## src/rtl/eth_pkg.sv

```systemverilog
// Shared Ethernet definitions: arbiter state encoding, grant encoding and EtherType values.
package eth_pkg;

    typedef enum logic [2:0] {
        ST_IDLE     = 3'd0,
        ST_REQ      = 3'd1,
        ST_SEND     = 3'd2,
        ST_WAIT_END = 3'd3,
        ST_GAP      = 3'd4
    } arb_state_t;

    typedef enum logic {
        GNT_ARP = 1'b0,
        GNT_IP  = 1'b1
    } gnt_t;

    localparam logic [15:0] ETH_TYPE_ARP = 16'h0806;
    localparam logic [15:0] ETH_TYPE_IP  = 16'h0800;

endpackage

```

## src/rtl/mac_tx_arbiter_if.sv

```systemverilog
// Bundle of the ARP source, IP source and MAC TX signals around mac_tx_arbiter.
// Handshake: a source holds *_tx_req until its one-cycle *_tx_ack; bytes move while *_tx_ready is high.
interface mac_tx_arbiter_if;
    import eth_pkg::*;

    logic        arp_tx_req;
    logic        arp_tx_ready;
    logic [7:0]  arp_tx_data;
    logic        arp_tx_end;
    logic        arp_tx_ack;
    logic        arp_data_req;
    logic        ip_tx_req;
    logic        ip_tx_ready;
    logic [7:0]  ip_tx_data;
    logic        ip_tx_end;
    logic        ip_tx_ack;
    logic        ip_data_req;
    logic        mac_tx_req;
    logic        mac_tx_ack;
    logic        mac_data_req;
    logic        mac_send_end;
    logic        mac_tx_ready;
    logic [7:0]  mac_tx_data;
    logic        mac_tx_end;
    logic [15:0] mac_frame_type;
    logic        arb_busy;
    logic        arb_timeout;
    arb_state_t  dbg_state;

    // Arbiter view.
    modport slave (
        input  arp_tx_req, arp_tx_ready, arp_tx_data, arp_tx_end,
        input  ip_tx_req, ip_tx_ready, ip_tx_data, ip_tx_end,
        input  mac_tx_ack, mac_data_req, mac_send_end,
        output arp_tx_ack, arp_data_req, ip_tx_ack, ip_data_req,
        output mac_tx_req, mac_tx_ready, mac_tx_data, mac_tx_end, mac_frame_type,
        output arb_busy, arb_timeout, dbg_state
    );

    // Surrounding sources and MAC view.
    modport master (
        output arp_tx_req, arp_tx_ready, arp_tx_data, arp_tx_end,
        output ip_tx_req, ip_tx_ready, ip_tx_data, ip_tx_end,
        output mac_tx_ack, mac_data_req, mac_send_end,
        input  arp_tx_ack, arp_data_req, ip_tx_ack, ip_data_req,
        input  mac_tx_req, mac_tx_ready, mac_tx_data, mac_tx_end, mac_frame_type,
        input  arb_busy, arb_timeout, dbg_state
    );

endinterface

```

## src/rtl/mac_tx_arb_sel.sv

```systemverilog
// Grant selection between ARP and IP requests.
// MAC_TX_ARB_ROUND_ROBIN_EN selects round-robin; otherwise ARP has fixed priority.
module mac_tx_arb_sel
    import eth_pkg::*;
(
    input  logic arp_req,
    input  logic ip_req,
`ifdef MAC_TX_ARB_ROUND_ROBIN_EN
    input  gnt_t last_served,
`endif
    output gnt_t gnt
);

    always_comb begin
        gnt = GNT_ARP;
        if (arp_req && ip_req) begin
`ifdef MAC_TX_ARB_ROUND_ROBIN_EN
            if (last_served == GNT_ARP) gnt = GNT_IP;
            else                        gnt = GNT_ARP;
`else
            gnt = GNT_ARP;
`endif
        end else if (ip_req) begin
            gnt = GNT_IP;
        end
    end

endmodule

```

## src/rtl/mac_tx_arbiter.sv

```systemverilog
// Shares the MAC TX path between ARP and IP: grant, MAC req/ack, data steering, IFG holdoff, watchdog.
// Define MAC_TX_ARB_ROUND_ROBIN_EN for round-robin arbitration instead of ARP-first priority.
module mac_tx_arbiter
    import eth_pkg::*;
#(
    parameter int IFG_CYCLES     = 12,
    parameter int TIMEOUT_CYCLES = 65535,
    parameter int CNT_W          = 16
) (
    input  logic            clk,
    input  logic            rstn,
    mac_tx_arbiter_if.slave bus
);

    localparam logic [CNT_W-1:0] IFG_LAST = CNT_W'(IFG_CYCLES);
    // The abort fires in the TIMEOUT_CYCLES-th cycle of a guarded state (counter starts at 0).
    localparam logic [CNT_W-1:0] TO_LAST  = CNT_W'((TIMEOUT_CYCLES > 0) ? TIMEOUT_CYCLES - 1 : 0);
    localparam logic [CNT_W-1:0] CNT_MAX  = {CNT_W{1'b1}};

    arb_state_t       state_q, state_d;
    gnt_t             gnt_q, gnt_d, sel_gnt;
    logic             gnt_vld_q, gnt_vld_d;
    logic [CNT_W-1:0] cnt_q;
    logic             ack_pulse, timeout, watchdog, steer;
    logic             g_req, g_ready, g_end;
    logic [7:0]       g_data;

`ifdef MAC_TX_ARB_ROUND_ROBIN_EN
    gnt_t last_served_q;

    always_ff @(posedge clk) begin
        if (rstn)           last_served_q <= GNT_IP;
        else if (ack_pulse) last_served_q <= gnt_q;
    end
`endif

    mac_tx_arb_sel u_sel (
        .arp_req     (bus.arp_tx_req),
        .ip_req      (bus.ip_tx_req),
`ifdef MAC_TX_ARB_ROUND_ROBIN_EN
        .last_served (last_served_q),
`endif
        .gnt         (sel_gnt)
    );

    always_ff @(posedge clk) begin
        if (rstn) begin
            state_q   <= ST_IDLE;
            gnt_q     <= GNT_ARP;
            gnt_vld_q <= 1'b0;
            cnt_q     <= '0;
        end else begin
            state_q   <= state_d;
            gnt_q     <= gnt_d;
            gnt_vld_q <= gnt_vld_d;
            if (state_d != state_q)  cnt_q <= '0;
            else if (cnt_q != CNT_MAX) cnt_q <= cnt_q + CNT_W'(1);
        end
    end

    always_comb begin
        if (gnt_q == GNT_ARP) begin
            g_req   = bus.arp_tx_req;
            g_ready = bus.arp_tx_ready;
            g_data  = bus.arp_tx_data;
            g_end   = bus.arp_tx_end;
        end else begin
            g_req   = bus.ip_tx_req;
            g_ready = bus.ip_tx_ready;
            g_data  = bus.ip_tx_data;
            g_end   = bus.ip_tx_end;
        end
    end

    assign watchdog = (cnt_q >= TO_LAST);

    always_comb begin
        state_d   = state_q;
        gnt_d     = gnt_q;
        gnt_vld_d = gnt_vld_q;
        ack_pulse = 1'b0;
        timeout   = 1'b0;
        unique case (state_q)
            // Grant is registered first; REQ follows one cycle later.
            ST_IDLE: begin
                if (gnt_vld_q) begin
                    state_d = ST_REQ;
                end else if (bus.arp_tx_req || bus.ip_tx_req) begin
                    gnt_d     = sel_gnt;
                    gnt_vld_d = 1'b1;
                end
            end
            ST_REQ: begin
                if (bus.mac_tx_ack) begin
                    ack_pulse = 1'b1;
                    state_d   = ST_SEND;
                end else if (!g_req) begin
                    gnt_vld_d = 1'b0;
                    state_d   = ST_IDLE;
                end else if (watchdog) begin
                    timeout = 1'b1;
                    state_d = ST_GAP;
                end
            end
            ST_SEND: begin
                if (bus.mac_send_end) begin
                    state_d = ST_GAP;
                end else if (g_ready && g_end) begin
                    state_d = ST_WAIT_END;
                end else if (watchdog) begin
                    timeout = 1'b1;
                    state_d = ST_GAP;
                end
            end
            ST_WAIT_END: begin
                if (bus.mac_send_end) begin
                    state_d = ST_GAP;
                end else if (watchdog) begin
                    timeout = 1'b1;
                    state_d = ST_GAP;
                end
            end
            ST_GAP: begin
                if (cnt_q >= IFG_LAST) state_d = ST_IDLE;
            end
            default: state_d = ST_IDLE;
        endcase
        if (state_d == ST_GAP) gnt_vld_d = 1'b0;
    end

    always_comb begin
        steer              = (state_q == ST_SEND) || (state_q == ST_WAIT_END);
        bus.mac_tx_req     = (state_q == ST_REQ);
        bus.mac_tx_ready   = (state_q == ST_SEND) && g_ready;
        bus.mac_tx_data    = steer ? g_data : 8'h00;
        bus.mac_tx_end     = steer && g_end;
        bus.arp_data_req   = steer && (gnt_q == GNT_ARP) && bus.mac_data_req;
        bus.ip_data_req    = steer && (gnt_q == GNT_IP) && bus.mac_data_req;
        bus.arp_tx_ack     = ack_pulse && (gnt_q == GNT_ARP);
        bus.ip_tx_ack      = ack_pulse && (gnt_q == GNT_IP);
        bus.mac_frame_type = 16'h0000;
        if (steer || (state_q == ST_REQ))
            bus.mac_frame_type = (gnt_q == GNT_ARP) ? ETH_TYPE_ARP : ETH_TYPE_IP;
        bus.arb_busy       = (state_q != ST_IDLE);
        bus.arb_timeout    = timeout;
        bus.dbg_state      = state_q;
    end

endmodule

```

## src/flat_wrapper.sv

```systemverilog
// flat-port wrapper written by rule: the top's interface ports become plain ports
module mac_tx_arbiter_flat import eth_pkg::*;
#(
    parameter int IFG_CYCLES     = 12,
    parameter int TIMEOUT_CYCLES = 65535,
    parameter int CNT_W          = 16
)
  (clk, rstn, bus_arp_tx_req, bus_arp_tx_ready, bus_arp_tx_data, bus_arp_tx_end, bus_ip_tx_req, bus_ip_tx_ready, bus_ip_tx_data, bus_ip_tx_end, bus_mac_tx_ack, bus_mac_data_req, bus_mac_send_end, bus_arp_tx_ack, bus_arp_data_req, bus_ip_tx_ack, bus_ip_data_req, bus_mac_tx_req, bus_mac_tx_ready, bus_mac_tx_data, bus_mac_tx_end, bus_mac_frame_type, bus_arb_busy, bus_arb_timeout, bus_dbg_state);
  mac_tx_arbiter_if bus_i ();
  input  logic clk;
  input  logic rstn;
  input wire logic [$bits(bus_i.arp_tx_req)-1:0] bus_arp_tx_req;
  input wire logic [$bits(bus_i.arp_tx_ready)-1:0] bus_arp_tx_ready;
  input wire logic [$bits(bus_i.arp_tx_data)-1:0] bus_arp_tx_data;
  input wire logic [$bits(bus_i.arp_tx_end)-1:0] bus_arp_tx_end;
  input wire logic [$bits(bus_i.ip_tx_req)-1:0] bus_ip_tx_req;
  input wire logic [$bits(bus_i.ip_tx_ready)-1:0] bus_ip_tx_ready;
  input wire logic [$bits(bus_i.ip_tx_data)-1:0] bus_ip_tx_data;
  input wire logic [$bits(bus_i.ip_tx_end)-1:0] bus_ip_tx_end;
  input wire logic [$bits(bus_i.mac_tx_ack)-1:0] bus_mac_tx_ack;
  input wire logic [$bits(bus_i.mac_data_req)-1:0] bus_mac_data_req;
  input wire logic [$bits(bus_i.mac_send_end)-1:0] bus_mac_send_end;
  output wire logic [$bits(bus_i.arp_tx_ack)-1:0] bus_arp_tx_ack;
  output wire logic [$bits(bus_i.arp_data_req)-1:0] bus_arp_data_req;
  output wire logic [$bits(bus_i.ip_tx_ack)-1:0] bus_ip_tx_ack;
  output wire logic [$bits(bus_i.ip_data_req)-1:0] bus_ip_data_req;
  output wire logic [$bits(bus_i.mac_tx_req)-1:0] bus_mac_tx_req;
  output wire logic [$bits(bus_i.mac_tx_ready)-1:0] bus_mac_tx_ready;
  output wire logic [$bits(bus_i.mac_tx_data)-1:0] bus_mac_tx_data;
  output wire logic [$bits(bus_i.mac_tx_end)-1:0] bus_mac_tx_end;
  output wire logic [$bits(bus_i.mac_frame_type)-1:0] bus_mac_frame_type;
  output wire logic [$bits(bus_i.arb_busy)-1:0] bus_arb_busy;
  output wire logic [$bits(bus_i.arb_timeout)-1:0] bus_arb_timeout;
  output wire logic [$bits(bus_i.dbg_state)-1:0] bus_dbg_state;
  assign bus_i.arp_tx_req = bus_arp_tx_req;
  assign bus_i.arp_tx_ready = bus_arp_tx_ready;
  assign bus_i.arp_tx_data = bus_arp_tx_data;
  assign bus_i.arp_tx_end = bus_arp_tx_end;
  assign bus_i.ip_tx_req = bus_ip_tx_req;
  assign bus_i.ip_tx_ready = bus_ip_tx_ready;
  assign bus_i.ip_tx_data = bus_ip_tx_data;
  assign bus_i.ip_tx_end = bus_ip_tx_end;
  assign bus_i.mac_tx_ack = bus_mac_tx_ack;
  assign bus_i.mac_data_req = bus_mac_data_req;
  assign bus_i.mac_send_end = bus_mac_send_end;
  assign bus_arp_tx_ack = bus_i.arp_tx_ack;
  assign bus_arp_data_req = bus_i.arp_data_req;
  assign bus_ip_tx_ack = bus_i.ip_tx_ack;
  assign bus_ip_data_req = bus_i.ip_data_req;
  assign bus_mac_tx_req = bus_i.mac_tx_req;
  assign bus_mac_tx_ready = bus_i.mac_tx_ready;
  assign bus_mac_tx_data = bus_i.mac_tx_data;
  assign bus_mac_tx_end = bus_i.mac_tx_end;
  assign bus_mac_frame_type = bus_i.mac_frame_type;
  assign bus_arb_busy = bus_i.arb_busy;
  assign bus_arb_timeout = bus_i.arb_timeout;
  assign bus_dbg_state = bus_i.dbg_state;
  mac_tx_arbiter #(.IFG_CYCLES(IFG_CYCLES), .TIMEOUT_CYCLES(TIMEOUT_CYCLES), .CNT_W(CNT_W)) u_core (.clk(clk), .rstn(rstn), .bus(bus_i));
endmodule
```

## config.mk

```make
export PLATFORM = sky130hd
export DESIGN_NAME = mac_tx_arbiter_flat
export DESIGN_NICKNAME = d
export VERILOG_FILES = /design/src/rtl/eth_pkg.sv /design/src/rtl/mac_tx_arbiter_if.sv /design/src/rtl/mac_tx_arb_sel.sv /design/src/rtl/mac_tx_arbiter.sv /design/src/flat_wrapper.sv
export SDC_FILE = /design/constraint.sdc
export NUM_CORES = 1
export LEC_CHECK = 0
export ABC_AREA = 1
export BUFFER_PORTS_ARGS = -buffer_cell sky130_fd_sc_hd__buf_2
export CORE_MARGIN = 1.5
export CORE_UTILIZATION = 40
export DETAILED_ROUTE_END_ITERATION = 10
export PLACE_DENSITY = 0.67
export SLEW_MARGIN = 30
export SYNTH_ARGS = -nofsm -noshare
export SYNTH_HDL_FRONTEND = slang
export SYNTH_SLANG_ARGS = --single-unit
export TNS_END_PERCENT = 5
```

## constraint.sdc

```tcl
create_clock -name clk -period 4 [get_ports clk]
set_input_delay 0.8 -clock clk [delete_from_list [all_inputs] [get_ports clk]]
set_output_delay 0.8 -clock clk [all_outputs]
set_load 0.02 [all_outputs]
```

==> reports/qor_table.md <==
| Parameter | Reported | Unit |
|:---|:---|:---|
| Width of the die | 67.8 | um |
| Class of the most critical hold timing path | flop to flop | - |
| Clock root cell | clkbuf_8 | - |
| Count of input and output buffers | 49 | - |
| CTS clk-pin slew, worst paths | 80 | ps |
| Overall fraction of global-route tracks in use | 17.0 | % |
| Placeable core region | 4030 | um2 |
| Final period util | 68.0 | % |
| Capturing element type of the critical path | output port | - |
| First-pass GRT wire length | 6110 | um |
| Netlist Area Pre-Place | 1680 | um2 |
| Count of hold buffers inserted by post-cts repair | 0 | - |
| Relative area change from synthesis to final layout | 15.2 | % |
| H-tree level count | 1 | - |
| TritonCTS buffer count | 3 | - |
| TritonCTS clock tree | yes | - |
| GRT Residual Overflow | 0 | - |
| Number of gates given a new drive strength after cts | 0 | - |
| Wire length reported by the detailed router | 3860 | um |
| Slew at the pin closest to its max-slew limit | 888 | ps |
| Count of boundary I/O pins | 63 | - |
| Maximum clock rate | 368 | MHz |
| Post-CTS Setup Bufs | 0 | - |
| CP arrival | 1920 | ps |
| Leak Pwr | 0.961 | nW |
| Count of standard-cell rows | 23 | - |
| Max-capacitance violation count | 0 | - |
| Starting DRC count in detailed routing | 91 | - |
| Post-synthesis average cell area | 6.51 | um2 |
| Data required time of the critical path | 3200 | ps |
| Commonest non-fill, non-tap cell in the layout | nand2_1 | - |
| Critical path type | flop to output port | - |
| Result of the run | complete, no violations | - |
| Weighted congestion reported at the end of routability-driven placement | 0.903 | - |
| Starting utilization of the core area | 41.7 | % |
| IR Drop Worst-Case VDD | 268 | uV |
| Initial DRT Pass Iterations | 4 | - |
| Distinct cell type count after synthesis | 29 | - |
| Finish-stage setup viols | 0 | - |
| Via count of the first global-routing pass | 1,338 | - |
| Sequential-to-total area share from yosys stat | 25.0 | % |
| Vias per Instance | 4.75 | - |
| Pwr dens | 295 | nW/um2 |
| Vertical extent of the die | 67.8 | um |
| Wire length per cell after detailed routing | 10.9 | um |
| Later-pin clock latency in the skew report | 270 | ps |
| Most frequent cells in the layout | nand2_1, buf_2, nor2_1, inv_1, dfxtp_1 | - |
| Total Negative Setup Slacks | 0 | ps |
| Total number of yosys warnings | 0 | - |
| Number of cells traversed by the worst hold path | 2 | - |
| Final worst-path setup slack | 1280 | ps |
| Count of nets after finishing | 333 | - |
| Maximum count of clock buffers along a single path | 2 | - |
| Max-slew headroom at the worst pin | 40.6 | % |
| Pin count of the biggest net entering global routing | 17 | - |
| Final count of pins violating max slew | 0 | - |
| Post-route DRC | 0 | - |
| Total die area | 4600 | um2 |
| Number of antenna-violating nets in the routed design | 0 | - |
| Fraction of layout instances using a drive strength above 1 | 26.4 | % |
| Worst Path Max Fanout | 16 | - |
| Sinks on Clock Net | 21 | - |
| Total via count after detailed routing | 1,676 | - |
| Setup repair after global routing missed its margin | false | - |
| Flops & latches, synth | 21 | - |
| Antenna violations before repair | 0 | - |
| Final hold violations | 0 | - |
| Post-layout minimum cycle time | 2720 | ps |
| N_diodes | 0 | - |
| Worst Reg-to-Reg Cells | 9 | - |
| Cell count after synthesis | 258 | - |
| Number of filler cells placed in the layout | 430 | - |
| Hpwl dp | 2970 | um |
| Kind of launch point of the worst setup path | flop | - |
| Pre-CTS WS | 1570 | ps |
| Setup skew after layout | 9.33 | ps |
==> synthesized netlist by cell type, drive strengths merged <==
| cell | instances | area (um2) |
|---|---|---|
| nand4 | 2 | 12.5 |
| nor3 | 30 | 205 |
| xor2 | 10 | 87.6 |
| dfxtp | 21 | 420 |
| inv | 29 | 109 |
| nand2 | 64 | 258 |
| nand3 | 17 | 103 |
| o21ai | 6 | 30.0 |
| a211oi | 1 | 7.51 |
| ha | 2 | 25.0 |
| nor2 | 36 | 155 |
| a21oi | 14 | 77.6 |
| xnor2 | 4 | 35.0 |
| a31oi | 1 | 6.26 |
| conb | 1 | 3.75 |
| buf | 17 | 133 |
| clkbuf | 3 | 11.3 |
==> worst paths after layout <==
path | to | start | slack [ps]
worst max-delay path | bus_arb_timeout | u_core.gnt_q | 1280
worst min-delay path | u_core.cnt_q[10] | u_core.cnt_q[10] | 610
worst min register to register | u_core.cnt_q[10] | u_core.cnt_q[10] | 610
worst max register to register | u_core.cnt_q[11] | u_core.cnt_q[0] | 1620
==> state kept, by name, summed over array words and instances, names as in the netlist <==
signal                count
u_core.cnt_q             16
u_core.bus.dbg_state      3
u_core.gnt_q              1
u_core.gnt_vld_q          1
==> final cells by class <==
type	instances	area, um2	area share (%)
flip-flops and latches	21	420	21.7
multi-input cells	200	1050	54.3
clock buffers	3	41.3	2.13
repair buffers	49	245	12.7
well taps	50	62.6	3.23
inverters	29	109	5.63
clock inverters	1	5.00	0.259
==> per-stage QoR <==
stage          hold WS [ps]  power (mW)  instance area, um2  utilization (%)  std cells
2_1_floorplan           523       0.400                1720                -        270
3_3_place_gp            583       0.432                1890             46.9        349
3_5_place_dp            596       0.432                1890             46.9        349
4_1_cts                 609       0.574                1930             48.0        353
5_1_grt                 647       0.608                1930             48.0        353
6_report                610       0.570                1930             48.0        353
==> worst max-delay path, cell delays in order, from the launching register on <==
cell     delay (ps)
dfxtp_1         660
inv_2           230
nand2_1         150
nand2_1          60
nand2_1          60
nand2_1          60
inv_1            60
o21ai_0          70
a21oi_1         130
buf_2           180
==> cell families after synthesis <==
kind of cell	count (synthesis)	share of synthesized area, %
adders and majority gates	2	1.49
AOI/OAI and AO/OA	22	7.23
and+or+nand+nor	149	43.7
buffers and inverters	49	15.1
xor gates and xnor gates	14	7.30
other	1	0.223
DFF	21	25.0
==> power by group <==
group	internal (mW)	leakage [nW]	switching, mW
clock network	0.0696	0.0255	0.0735
registers	0.220	0.170	0.0154
logic	0.0552	0.765	0.137
total	0.344	0.961	0.226
==> layer usage <==
| metal | routed length (um) | global-route usage (%) |
|---|---|---|
| met5 | 0 | 0 |
| met4 | 44 | 4.50 |
| met3 | 103 | 2.67 |
| met2 | 1910 | 27.1 |
| met1 | 1800 | 23.9 |
Power figures use the tool's default switching activity.
